`src/rtl/ps2_kbd_ctrl_pkg.sv`:
```
// ps2_pkg: shared definitions for the PS/2 keyboard controller slice.
//   - controller state encoding (OFF / WAIT / DECODE, 2 bits)
//   - scan-code set 2 constants for prefixes and non-key codes
//   - event word width: {extended, release, code[7:0]}
//   - is_ignored(): true for BAT/ack/echo/error bytes that carry no key
package ps2_pkg;

  typedef enum logic [1:0] {
    OFF    = 2'd0,
    WAIT   = 2'd1,
    DECODE = 2'd2
  } state_e;

  localparam logic [7:0] SC_EXT   = 8'hE0;
  localparam logic [7:0] SC_BREAK = 8'hF0;
  localparam logic [7:0] SC_BAT   = 8'hAA;
  localparam logic [7:0] SC_ACK   = 8'hFA;
  localparam logic [7:0] SC_ECHO  = 8'hEE;
  localparam logic [7:0] SC_ERR0  = 8'h00;
  localparam logic [7:0] SC_ERR1  = 8'hFF;

  localparam int EVT_W = 10;

  // Bytes that are dropped when no prefix is pending.
  function automatic logic is_ignored(input logic [7:0] b);
    return (b == SC_BAT) || (b == SC_ACK) || (b == SC_ECHO) ||
           (b == SC_ERR0) || (b == SC_ERR1);
  endfunction

endpackage

```
`src/rtl/ps2_kbd_ctrl_if.sv`:
```
// ps2_kbd_ctrl_if: key-event handshake between the controller and its consumer.
//   evt_valid    head event present (FIFO not empty)
//   evt_ready    consumer accepts the head event
//   evt_code     head scan code, prefixes stripped
//   evt_extended head event was preceded by E0
//   evt_release  head event was preceded by F0
//   evt_count    FIFO occupancy, 0..FIFO_DEPTH
// Modports: master = controller side, slave = consumer side.
interface ps2_kbd_ctrl_if #(
  parameter int FIFO_DEPTH = 8
);
  localparam int CW = $clog2(FIFO_DEPTH) + 1;

  logic          evt_valid;
  logic          evt_ready;
  logic [7:0]    evt_code;
  logic          evt_extended;
  logic          evt_release;
  logic [CW-1:0] evt_count;

  modport master (
    output evt_valid, evt_code, evt_extended, evt_release, evt_count,
    input  evt_ready
  );

  modport slave (
    input  evt_valid, evt_code, evt_extended, evt_release, evt_count,
    output evt_ready
  );
endinterface

```
`src/rtl/ps2_kbd_ctrl_evt_fifo.sv`:
```
// ps2_evt_fifo: synchronous first-word-fall-through FIFO for key events.
//   clk, rst  clock, synchronous active-low reset (empties the FIFO)
//   push, din write request and data; refused when full unless popping
//   pop       read request; ignored when empty
//   dout      head entry (valid while !empty)
//   full, empty, count  status; count ranges 0..DEPTH
// Overflow reporting is left to the instantiating controller.
module ps2_evt_fifo #(
  parameter int DEPTH = 8,
  parameter int WIDTH = 10
) (
  input  logic                       clk,
  input  logic                       rst,
  input  logic                       push,
  input  logic [WIDTH-1:0]           din,
  input  logic                       pop,
  output logic [WIDTH-1:0]           dout,
  output logic                       full,
  output logic                       empty,
  output logic [$clog2(DEPTH):0]     count
);
  localparam int AW = $clog2(DEPTH);
  localparam int CW = AW + 1;

  logic [WIDTH-1:0] mem_q [DEPTH];
  logic [AW-1:0]    wr_ptr_q, wr_ptr_d;
  logic [AW-1:0]    rd_ptr_q, rd_ptr_d;
  logic [CW-1:0]    count_q, count_d;
  logic             wr_en_s;
  logic             rd_en_s;

  // Accept/refuse decisions and next pointer/occupancy values.
  always_comb begin
    full     = (count_q == CW'(DEPTH));
    empty    = (count_q == CW'(0));
    rd_en_s  = pop && !empty;
    // A full FIFO can still take a write when the head leaves in the same cycle.
    wr_en_s  = push && (!full || rd_en_s);
    wr_ptr_d = wr_ptr_q;
    rd_ptr_d = rd_ptr_q;
    count_d  = count_q;
    if (wr_en_s) begin
      wr_ptr_d = wr_ptr_q + AW'(1);
    end else begin
      wr_ptr_d = wr_ptr_q;
    end
    if (rd_en_s) begin
      rd_ptr_d = rd_ptr_q + AW'(1);
    end else begin
      rd_ptr_d = rd_ptr_q;
    end
    case ({wr_en_s, rd_en_s})
      2'b10:   count_d = count_q + CW'(1);
      2'b01:   count_d = count_q - CW'(1);
      default: count_d = count_q;
    endcase
    dout  = mem_q[rd_ptr_q];
    count = count_q;
  end

  // Pointer and occupancy registers.
  always_ff @(posedge clk) begin
    if (!rst) begin
      wr_ptr_q <= AW'(0);
      rd_ptr_q <= AW'(0);
      count_q  <= CW'(0);
    end else begin
      wr_ptr_q <= wr_ptr_d;
      rd_ptr_q <= rd_ptr_d;
      count_q  <= count_d;
    end
  end

  // Storage array; contents are don't-care until written.
  always_ff @(posedge clk) begin
    if (wr_en_s) begin
      mem_q[wr_ptr_q] <= din;
    end
  end

endmodule

```
`src/rtl/ps2_kbd_ctrl.sv`:
```
// ps2_kbd_ctrl: arms the PS/2 byte receiver, decodes scan-code set 2
// prefixes (E0 extended, F0 break) into single key events and queues
// them in an event FIFO for the consumer.
//   clk, rst             clock, synchronous active-low reset
//   enable               1 = arm the receiver, 0 = park in OFF
//   byte_data            received byte, valid with full_byte_received
//   full_byte_received   one-cycle pulse from the receiver
//   wait_for_data        arms the receiver's start-bit wait
//   start_receiving_data tied 0
//   evt                  event handshake (ps2_kbd_ctrl_if.master)
//   overflow             sticky, an event was dropped on a full FIFO
//   clr_overflow         clears overflow (a same-cycle drop wins)
// Optional build macro PS2_PREFIX_TIMEOUT_EN: pending prefixes are
// abandoned after TIMEOUT_CYCLES clocks without a completing byte.
module ps2_kbd_ctrl
  import ps2_pkg::*;
#(
  parameter int FIFO_DEPTH     = 8,
  parameter int TIMEOUT_CYCLES = 2500000
) (
  input  logic                  clk,
  input  logic                  rst,
  input  logic                  enable,
  input  logic [7:0]            byte_data,
  input  logic                  full_byte_received,
  output logic                  wait_for_data,
  output logic                  start_receiving_data,
  ps2_kbd_ctrl_if.master        evt,
  output logic                  overflow,
  input  logic                  clr_overflow
);
  localparam int CW = $clog2(FIFO_DEPTH) + 1;

  if (FIFO_DEPTH < 2 || FIFO_DEPTH > 64 || (FIFO_DEPTH & (FIFO_DEPTH - 1)) != 0) begin : g_bad_depth
    $error("FIFO_DEPTH must be a power of two in 2..64");
  end
  if (TIMEOUT_CYCLES < 1) begin : g_bad_timeout
    $error("TIMEOUT_CYCLES must be at least 1");
  end

  state_e           state_q, state_d;
  logic [7:0]       byte_q, byte_d;
  logic             ext_q, ext_d;
  logic             brk_q, brk_d;
  logic             ovf_q, ovf_d;
  logic             wait_q, wait_d;
  logic             push_s;
  logic             pop_s;
  logic [EVT_W-1:0] evt_word_s;
  logic [EVT_W-1:0] head_s;
  logic             full_s;
  logic             empty_s;
  logic [CW-1:0]    count_s;
  logic             tmo_exp_s;

`ifdef PS2_PREFIX_TIMEOUT_EN
  localparam int TW = $clog2(TIMEOUT_CYCLES + 1);

  logic [TW-1:0] tmo_cnt_q, tmo_cnt_d;
  logic          tmo_run_q, tmo_run_d;
  logic          prefix_set_s;

  // Prefix timeout: started by a prefix, stopped by a push, fires once.
  always_comb begin
    prefix_set_s = (state_q == DECODE) && ((byte_q == SC_EXT) || (byte_q == SC_BREAK));
    tmo_exp_s    = tmo_run_q && (tmo_cnt_q == TW'(TIMEOUT_CYCLES - 1));
    tmo_run_d    = tmo_run_q;
    tmo_cnt_d    = tmo_cnt_q;
    if (push_s) begin
      tmo_run_d = 1'b0;
      tmo_cnt_d = TW'(0);
    end else if (prefix_set_s) begin
      tmo_run_d = 1'b1;
      tmo_cnt_d = TW'(0);
    end else if (tmo_exp_s) begin
      tmo_run_d = 1'b0;
      tmo_cnt_d = TW'(0);
    end else if (tmo_run_q) begin
      tmo_cnt_d = tmo_cnt_q + TW'(1);
    end else begin
      tmo_cnt_d = tmo_cnt_q;
    end
  end

  // Prefix timeout registers.
  always_ff @(posedge clk) begin
    if (!rst) begin
      tmo_run_q <= 1'b0;
      tmo_cnt_q <= TW'(0);
    end else begin
      tmo_run_q <= tmo_run_d;
      tmo_cnt_q <= tmo_cnt_d;
    end
  end
`else
  // Prefixes never expire in this build.
  always_comb begin
    tmo_exp_s = 1'b0;
  end
`endif

  // Controller FSM next state, byte capture and prefix decode.
  always_comb begin
    state_d    = state_q;
    byte_d     = byte_q;
    push_s     = 1'b0;
    evt_word_s = {ext_q, brk_q, byte_q};
    if (tmo_exp_s) begin
      ext_d = 1'b0;
      brk_d = 1'b0;
    end else begin
      ext_d = ext_q;
      brk_d = brk_q;
    end
    case (state_q)
      OFF: begin
        if (enable) begin
          state_d = WAIT;
        end else begin
          state_d = OFF;
        end
      end
      WAIT: begin
        // A byte in flight takes priority over dropping enable.
        if (full_byte_received) begin
          byte_d  = byte_data;
          state_d = DECODE;
        end else if (!enable) begin
          state_d = OFF;
        end else begin
          state_d = WAIT;
        end
      end
      DECODE: begin
        if (byte_q == SC_EXT) begin
          ext_d = 1'b1;
        end else if (byte_q == SC_BREAK) begin
          brk_d = 1'b1;
        end else if (!ext_q && !brk_q && is_ignored(byte_q)) begin
          push_s = 1'b0;
        end else begin
          push_s = 1'b1;
          ext_d  = 1'b0;
          brk_d  = 1'b0;
        end
        if (enable) begin
          state_d = WAIT;
        end else begin
          state_d = OFF;
        end
      end
      default: begin
        state_d = OFF;
      end
    endcase
    wait_d = (state_d == WAIT);
  end

  // Pop handshake and sticky overflow; a drop in the clear cycle wins.
  always_comb begin
    pop_s = !empty_s && evt.evt_ready;
    if (push_s && full_s && !pop_s) begin
      ovf_d = 1'b1;
    end else if (clr_overflow) begin
      ovf_d = 1'b0;
    end else begin
      ovf_d = ovf_q;
    end
  end

  // Controller state registers.
  always_ff @(posedge clk) begin
    if (!rst) begin
      state_q <= OFF;
      byte_q  <= 8'h00;
      ext_q   <= 1'b0;
      brk_q   <= 1'b0;
      ovf_q   <= 1'b0;
      wait_q  <= 1'b0;
    end else begin
      state_q <= state_d;
      byte_q  <= byte_d;
      ext_q   <= ext_d;
      brk_q   <= brk_d;
      ovf_q   <= ovf_d;
      wait_q  <= wait_d;
    end
  end

  ps2_evt_fifo #(
    .DEPTH (FIFO_DEPTH),
    .WIDTH (EVT_W)
  ) u_fifo (
    .clk   (clk),
    .rst   (rst),
    .push  (push_s),
    .din   (evt_word_s),
    .pop   (pop_s),
    .dout  (head_s),
    .full  (full_s),
    .empty (empty_s),
    .count (count_s)
  );

  // Output drive; the head is masked so stale storage never shows when empty.
  always_comb begin
    wait_for_data        = wait_q;
    start_receiving_data = 1'b0;
    overflow             = ovf_q;
    evt.evt_valid        = !empty_s;
    evt.evt_count        = count_s;
    if (empty_s) begin
      evt.evt_code     = 8'h00;
      evt.evt_extended = 1'b0;
      evt.evt_release  = 1'b0;
    end else begin
      evt.evt_code     = head_s[7:0];
      evt.evt_extended = head_s[9];
      evt.evt_release  = head_s[8];
    end
  end

endmodule

```
`src/flat_wrapper.sv`:
```
// flat-port wrapper written by rule: the top's interface ports become plain ports
module ps2_kbd_ctrl_flat import ps2_pkg::*;
#(
  parameter int FIFO_DEPTH     = 8,
  parameter int TIMEOUT_CYCLES = 2500000
)
  (clk, rst, enable, byte_data, full_byte_received, wait_for_data, start_receiving_data, overflow, clr_overflow, evt_evt_valid, evt_evt_code, evt_evt_extended, evt_evt_release, evt_evt_count, evt_evt_ready);
  ps2_kbd_ctrl_if #(.FIFO_DEPTH(FIFO_DEPTH)) evt_i ();
  input  logic clk;
  input  logic rst;
  input  logic enable;
  input  logic [7:0] byte_data;
  input  logic full_byte_received;
  output logic wait_for_data;
  output logic start_receiving_data;
  output logic overflow;
  input  logic clr_overflow;
  output wire logic [$bits(evt_i.evt_valid)-1:0] evt_evt_valid;
  output wire logic [$bits(evt_i.evt_code)-1:0] evt_evt_code;
  output wire logic [$bits(evt_i.evt_extended)-1:0] evt_evt_extended;
  output wire logic [$bits(evt_i.evt_release)-1:0] evt_evt_release;
  output wire logic [$bits(evt_i.evt_count)-1:0] evt_evt_count;
  input wire logic [$bits(evt_i.evt_ready)-1:0] evt_evt_ready;
  assign evt_evt_valid = evt_i.evt_valid;
  assign evt_evt_code = evt_i.evt_code;
  assign evt_evt_extended = evt_i.evt_extended;
  assign evt_evt_release = evt_i.evt_release;
  assign evt_evt_count = evt_i.evt_count;
  assign evt_i.evt_ready = evt_evt_ready;
  ps2_kbd_ctrl #(.FIFO_DEPTH(FIFO_DEPTH), .TIMEOUT_CYCLES(TIMEOUT_CYCLES)) u_core (.clk(clk), .rst(rst), .enable(enable), .byte_data(byte_data), .full_byte_received(full_byte_received), .wait_for_data(wait_for_data), .start_receiving_data(start_receiving_data), .evt(evt_i), .overflow(overflow), .clr_overflow(clr_overflow));
endmodule
```
`config.mk`:
```
export PLATFORM = sky130hd
export DESIGN_NAME = ps2_kbd_ctrl_flat
export DESIGN_NICKNAME = d
export VERILOG_FILES = /design/src/rtl/ps2_kbd_ctrl_pkg.sv /design/src/rtl/ps2_kbd_ctrl_if.sv /design/src/rtl/ps2_kbd_ctrl_evt_fifo.sv /design/src/rtl/ps2_kbd_ctrl.sv /design/src/flat_wrapper.sv
export SDC_FILE = /design/constraint.sdc
export NUM_CORES = 1
export LEC_CHECK = 0
export CAP_MARGIN = 10
export CORE_MARGIN = 1.5
export CORE_UTILIZATION = 50
export CTS_CLUSTER_SIZE = 25
export DETAILED_ROUTE_END_ITERATION = 16
export PLACE_DENSITY = 0.76
export SLEW_MARGIN = 10
export SYNTH_ARGS = -nofsm -noshare
export SYNTH_HDL_FRONTEND = slang
export SYNTH_SLANG_ARGS = --single-unit
```
`constraint.sdc`:
```
create_clock -name clk -period 7.7 [get_ports clk]
set_input_delay 2.31 -clock clk [delete_from_list [all_inputs] [get_ports clk]]
set_output_delay 2.31 -clock clk [all_outputs]
set_load 0.05 [all_outputs]
```
# ---- After elaboration in Yosys (flattened, before gate mapping)
# Memories as Yosys holds them, arrays and structs flattened. A register that Yosys moved wholly into a read port is not among the register bits.
# Cells that the tools add are included.
# Widths: inputs -> output; s select.
dict set report classes {
  addsub 4
  n_eq_ne 15
  mux 21
  bitwise_logic 1
  reduce_logical 26
}
# operator n
set ops {}
lappend ops {{$eq 8x8->1 const B} 6}
lappend ops {{$mux 1} 15}
lappend ops {{$logic_not 8->1} 1}
lappend ops {{$mux 8} 1}
lappend ops {{$pmux 4 s2} 1}
lappend ops {{$logic_and 1x1->1} 7}
lappend ops {{$add 3x1->3 const B} 2}
lappend ops {{$eq 2x1->1 const B} 3}
lappend ops {{$mux 3} 2}
lappend ops {{$ne 2x1->1 const B} 3}
lappend ops {{$reduce_and 3->1} 2}
lappend ops {{$logic_not 1->1} 5}
lappend ops {{$logic_or 1x1->1} 5}
lappend ops {{$add 4x1->4 const B} 1}
lappend ops {{$eq 2x2->1 const B} 2}
lappend ops {{$eq 4x4->1 const B} 1}
lappend ops {{$logic_not 4->1} 1}
lappend ops {{$pmux 2 s2} 1}
lappend ops {{$reduce_bool 2->1} 2}
lappend ops {{$sub 4x1->4 const B} 1}
lappend ops {{$logic_not 2->1} 1}
lappend ops {{$mux 2} 1}
lappend ops {{$reduce_and 2->1} 1}
lappend ops {{$reduce_or 2->1} 1}
lappend ops {{$not 1->1} 1}
dict set report word_totals {
  ff_bits 24
  ramBits 80
  input_bits 14
  out_inout_bits 18
  wordCells 77
  memories 1
}
# name words width read_ports rd_clocked_by_memory_dff wr line
set mem_list {}
lappend mem_list {u_core.u_fifo.mem_q 8 10 1 1 1 ps2_kbd_ctrl_evt_fifo.sv:25} ;# logic [WIDTH-1:0] mem_q [DEPTH];

# ---- Longest topological paths before layout
dict set report depth {
  ltp_word 13
  depth_mapped 14
  depth_no_buf 13
}

# ---- By module
# Synthesis repeated with hierarchy kept, for this count alone.
dict set report unflattened {
  hier_cells 277
  hier_area_um2 4429.2
}
# module instances cells_each area_per_inst_um2 seq_area_each_um2
set by_module_without_submodules {}
lappend by_module_without_submodules {ps2_evt_fifo 1 198 3737.3 2662.6}
lappend by_module_without_submodules {ps2_kbd_ctrl 1 79 691.9 280.3}

# ---- Worst setup path before layout
# Ideal clock, no wire load.
dict set report synth_path {
  path_type {input to register}
  start {input evt_evt_ready}
  end {memory u_core.u_fifo.mem_q[2][0] (enable)}
  setup_ns 0.407
  t_arrival_ns 4.071
  required_ns 7.293
  path_slack_ns 3.222
  path_stages 5
  path_buffers 1
  path_cell_list {nand3b_1 a21boi_0 nand2_1 buf_4 nor4b_1}
}
dict set report synth_between {
  elab_chain_cells 6
}
# item line
set synth_rtl {}
lappend synth_rtl {{start, declared} flat_wrapper.sv:23} ;# input wire logic [$bits(evt_i.evt_ready)-1:0] evt_evt_ready;
lappend synth_rtl {{$logic_and 1x1->1} ps2_kbd_ctrl.sv:161} ;# pop_s = !empty_s && evt.evt_ready;
lappend synth_rtl {{$logic_and 1x1->1} ps2_kbd_ctrl_evt_fifo.sv:36} ;# rd_en_s = pop && !empty;
lappend synth_rtl {{$logic_or 1x1->1} ps2_kbd_ctrl_evt_fifo.sv:38} ;# wr_en_s = push && (!full || rd_en_s);
lappend synth_rtl {{$logic_and 1x1->1} ps2_kbd_ctrl_evt_fifo.sv:38}
lappend synth_rtl {{$mux 1} ps2_kbd_ctrl_evt_fifo.sv:76} ;# if (wr_en_s) begin
lappend synth_rtl {{$mux 1 (not written as such)} ps2_kbd_ctrl_evt_fifo.sv:77} ;# mem_q[wr_ptr_q] <= din;
lappend synth_rtl {{end, declared} ps2_kbd_ctrl_evt_fifo.sv:25}
# No other way between the ends.

==> metrics.md <==
| Metric | Value |
|---|---|
| Status | `finished, final reports clean` |
| WL/cell | `about 18 um` |
| Post-synth top area share | `55.4%` |
| Largest cells by area after synthesis | `edfxtp_1 55%, dfxtp_1 12%, mux4_2 10%, mux2i_1 5.3%, nor2_1 2.4%` |
| Row count | `33` |
| Highest cell delay on the worst timing path | `about 0.75 ns` |
| Setup Buffers After CTS | `0` |
| Total gr overflow | `0` |
| Vias per cell | `around 5.6` |
| Final min period | `5.28 ns` |
| Area taken by multi-input logic gates | `1340 sq um` |
| P&R area growth vs syn | `16.8%` |
| Total GRT Usage | `between 10% and 20%` |
| Met2 Wirelength | `approximately 3700 um` |
| Slew Limit Fails | `0` |
| Max VDD drop | `between 0.15 and 0.2 mV` |
| RSZ-0062 raised after global routing | `no` |
| I/O Buffers | `30` |
| Placer congestion estimate | `around 0.75` |
| Worst EP arrival | `2.97 ns` |
| TritonCTS Buffers | `9` |
| Crit-path slowest cell | `dfxtp_1` |
| R2r setup slk | `between 4 and 5 ns` |
| Initial Utilization | `between 50% and 60%` |
| Crit. End Element | `primary output` |
| Pin count of the biggest net entering global routing | `21` |
| Antenna violations before repair | `0` |
| Fin. Hold Viols | `0` |
| Critical Path Source Type | `flip-flop` |
| Die X | `between 90 and 100 um` |
| Final Net Count | `between 300 and 400` |
| PD cells | `between 200 and 300 nW/um^2` |
| Clk root buf | `clkbuf_8` |
| Antenna Violating Nets Remaining | `0` |
| Top cells by count, synth | `80 x edfxtp_1, 28 x nor2_1, 27 x dfxtp_1` |
| Peak Freq | `approximately 0.19 GHz` |
| Synth Register Bits | `107` |
| Sequential share of the synthesized area | `between 60% and 70%` |
| TritonCTS clock tree | `done` |
| R2r endpoint | `u_core.u_fifo.count[3]` |
| Post-Syn Nets | `292` |
| Worst-path cell chain | `buf_4 > mux4_2 > mux2i_1 > nor2_1 > clkdlybuf4s50_1` |
| Crit path kind | `reg2out` |
| Max Cap Viol | `0` |
| Vias in the first global route | `roughly 2400` |
| WL final | `~7500 um` |
| Share of post-route cells with drive strength above 1 | `between 10% and 20%` |
| Asr flop ratio synth | `0%` |
| Hold endpoint | `u_core.u_fifo.rd_ptr_q[1]` |
| Hold_buf cts | `0` |
| Req. time, crit path | `~5.4 ns` |
| Maximum clock path buffer count | `2` |
| Worst Reg-to-Reg Cells | `13` |
| Placement Cell Area | `about 4800 sq um` |
| Fillers | `roughly 610` |
| Fin crit share | `around two thirds` |
| Met3 WL | `~270 um` |
| Leakage | `around 1.8 nW` |
| Post-synth EDFFs | `80` |
| Top-Level Pins | `32` |
| Hold Startpoint | `u_core.u_fifo.rd_ptr_q[1]` |
| Worst-margin pin slew | `between 0.9 and 1 ns` |
| Ys flop type | `edfxtp_1` |
| N_diodes | `0` |
| Most frequent cell after synthesis | `edfxtp_1` |
| CTS H-tree lvls | `3` |
| Synth area leader | `edfxtp_1` |
| Seq. cell area | `2940 sq um` |
| Top Metal Used | `met4` |
| Worst hold-check path type | `reg2reg` |
| Syn Area/Cell | `~16 sq um` |
| Slew HR | `a little over a third` |
| Remaining routing DRC violations | `0` |
| Die H | `between 90 and 100 um` |
| Syn Inst Count | `273` |
| First-pass GRT wire length | `about 12000 um` |
| Final TNS setup | `0 ns` |
| Clk sinks | `107` |
| R2r startpoint | `u_core.byte_q[1]` |
| Design Area, Final | `between 5000 and 6000 sq um` |
| Cts repair resizes | `0` |
| Hold path depth | `2` |
| Yosys Warn Count | `0` |
| Skew final | `around 0.009 ns` |
| DR pass1 iterations | `4` |
| Crit path max fanout | `11` |
| Netlist Area Pre-Place | `between 4000 and 5000 sq um` |
| Clock Latency Late Sink | `around 0.36 ns` |
| Die Area | `between 9000 and 10000 sq um` |
| M1 WL | `approximately 3400 um` |
| Initial drt markers | `between 100 and 150` |
| Final setup viols | `0` |
| Core area | `8300 sq um` |
| Clock-pin slew of the registers on the worst-case setup and hold paths | `~0.09 ns` |
| Via count | `between 2000 and 2500` |
| Netlist cell types | `42` |
| Hpwl dp | `roughly 5100 um` |
==> worst max path at each step <==
stage                             start                   endpoint  slack, ns  cells after the start
after floorplan           evt_evt_ready  u_core.u_fifo.mem_q[2][0]       3.22                      5
after global placement        flip-flop            evt_evt_code[5]       2.75                      5
after detailed placement      flip-flop            evt_evt_code[5]       2.71                      5
after CTS                     flip-flop            evt_evt_code[5]       2.31                      5
after global routing          flip-flop            evt_evt_code[2]       2.19                      5
final                         flip-flop            evt_evt_code[5]       2.42                      5
==> where the power goes <==
part | total [mW] | internal, mW | leakage, nW | switching [mW]
logic | 0.348 | 0.149 | 0.680 | 0.199
clock network | 0.397 | 0.217 | 0.113 | 0.180
registers | 0.657 | 0.627 | 0.979 | 0.0296
==> cell type report <==
cell class	instances	area share [%]
sequential	107	58.1
multi-input combinational	144	26.4
tap	105	2.59
clock buffer	10	2.52
clock inverter	6	2.25
timing repair buffer	40	7.41
inverter	10	0.741
==> metrics by stage <==
step / hold slack, ns / setup slack, ns / cells / total power [mW] / util (%)
2_1_floorplan: 0.454 / 3.22 / 273 / 0.917 / -
3_3_place_gp: 0.475 / 2.75 / 406 / 1.02 / 58.1
3_5_place_dp: 0.494 / 2.71 / 406 / 1.02 / 58.1
4_1_cts: 0.506 / 2.31 / 422 / 1.41 / 61.1
5_1_grt: 0.547 / 2.19 / 422 / 1.46 / 61.1
6_report: 0.509 / 2.42 / 422 / 1.40 / 61.1
==> logic make-up after synthesis <==
group	Yosys count	share of synthesized area (%)
AND/OR/NAND/NOR	74	8.60
AO/OA/AOI/OAI	14	2.31
flip-flops	107	67.8
other	1	0.0864
multiplexers	44	16.0
XOR/XNOR	6	1.21
adder cells (fa/ha/maj)	5	1.62
buffers and inverters	22	2.31
==> sequential cells by signal (all words and copies together) (netlist names), named ones only <==
signal and count:
u_core.u_fifo.rd_ptr_q 3, u_core.state_q 2, u_core.u_fifo.mem_q 80, u_core.u_fifo.wr_ptr_q 3, u_core.byte_q 8, u_core.u_fifo.count 4
u_core.brk_q 1, u_core.wait_for_data 1, u_core.overflow 1, u_core.ext_q 1
==> layer usage <==
| layer | vias up | GRT usage (%) |
|---|---|---|
| met4 | 0 | 6.99 |
| met2 | 55 | 31.9 |
| met1 | 1170 | 24.4 |
| met3 | 10 | 2.84 |
| met5 | - | 0 |
| li1 | 1110 | - |
==> critical path: cells and delay by family (launching register included) <==
kind | cells | cell delay [ns]
buf+inv | 2 | 1.07
flops | 1 | 0.75
mux | 2 | 0.73
simple gates | 1 | 0.06
==> cell usage in the layout, fill, tap and decap left out, drive strengths merged, types with 2 or more instances in the layout <==
master and count:
a21o 2, a21oi 2, a31oi 2, and2 4, and3 3, buf 10
bufinv 3, clkbuf 10, clkdlybuf4s50 30, clkinvlp 2, dfxtp 27, edfxtp 80
ha 4, inv 10, mux2i 23, mux4 20, nand2 16, nand2b 4
nand3 2, nand3b 2, nor2 28, nor3 3, nor4 7, nor4b 2
o21ai 2, xnor2 5
Note: power is estimated with default switching activity, not from simulation.
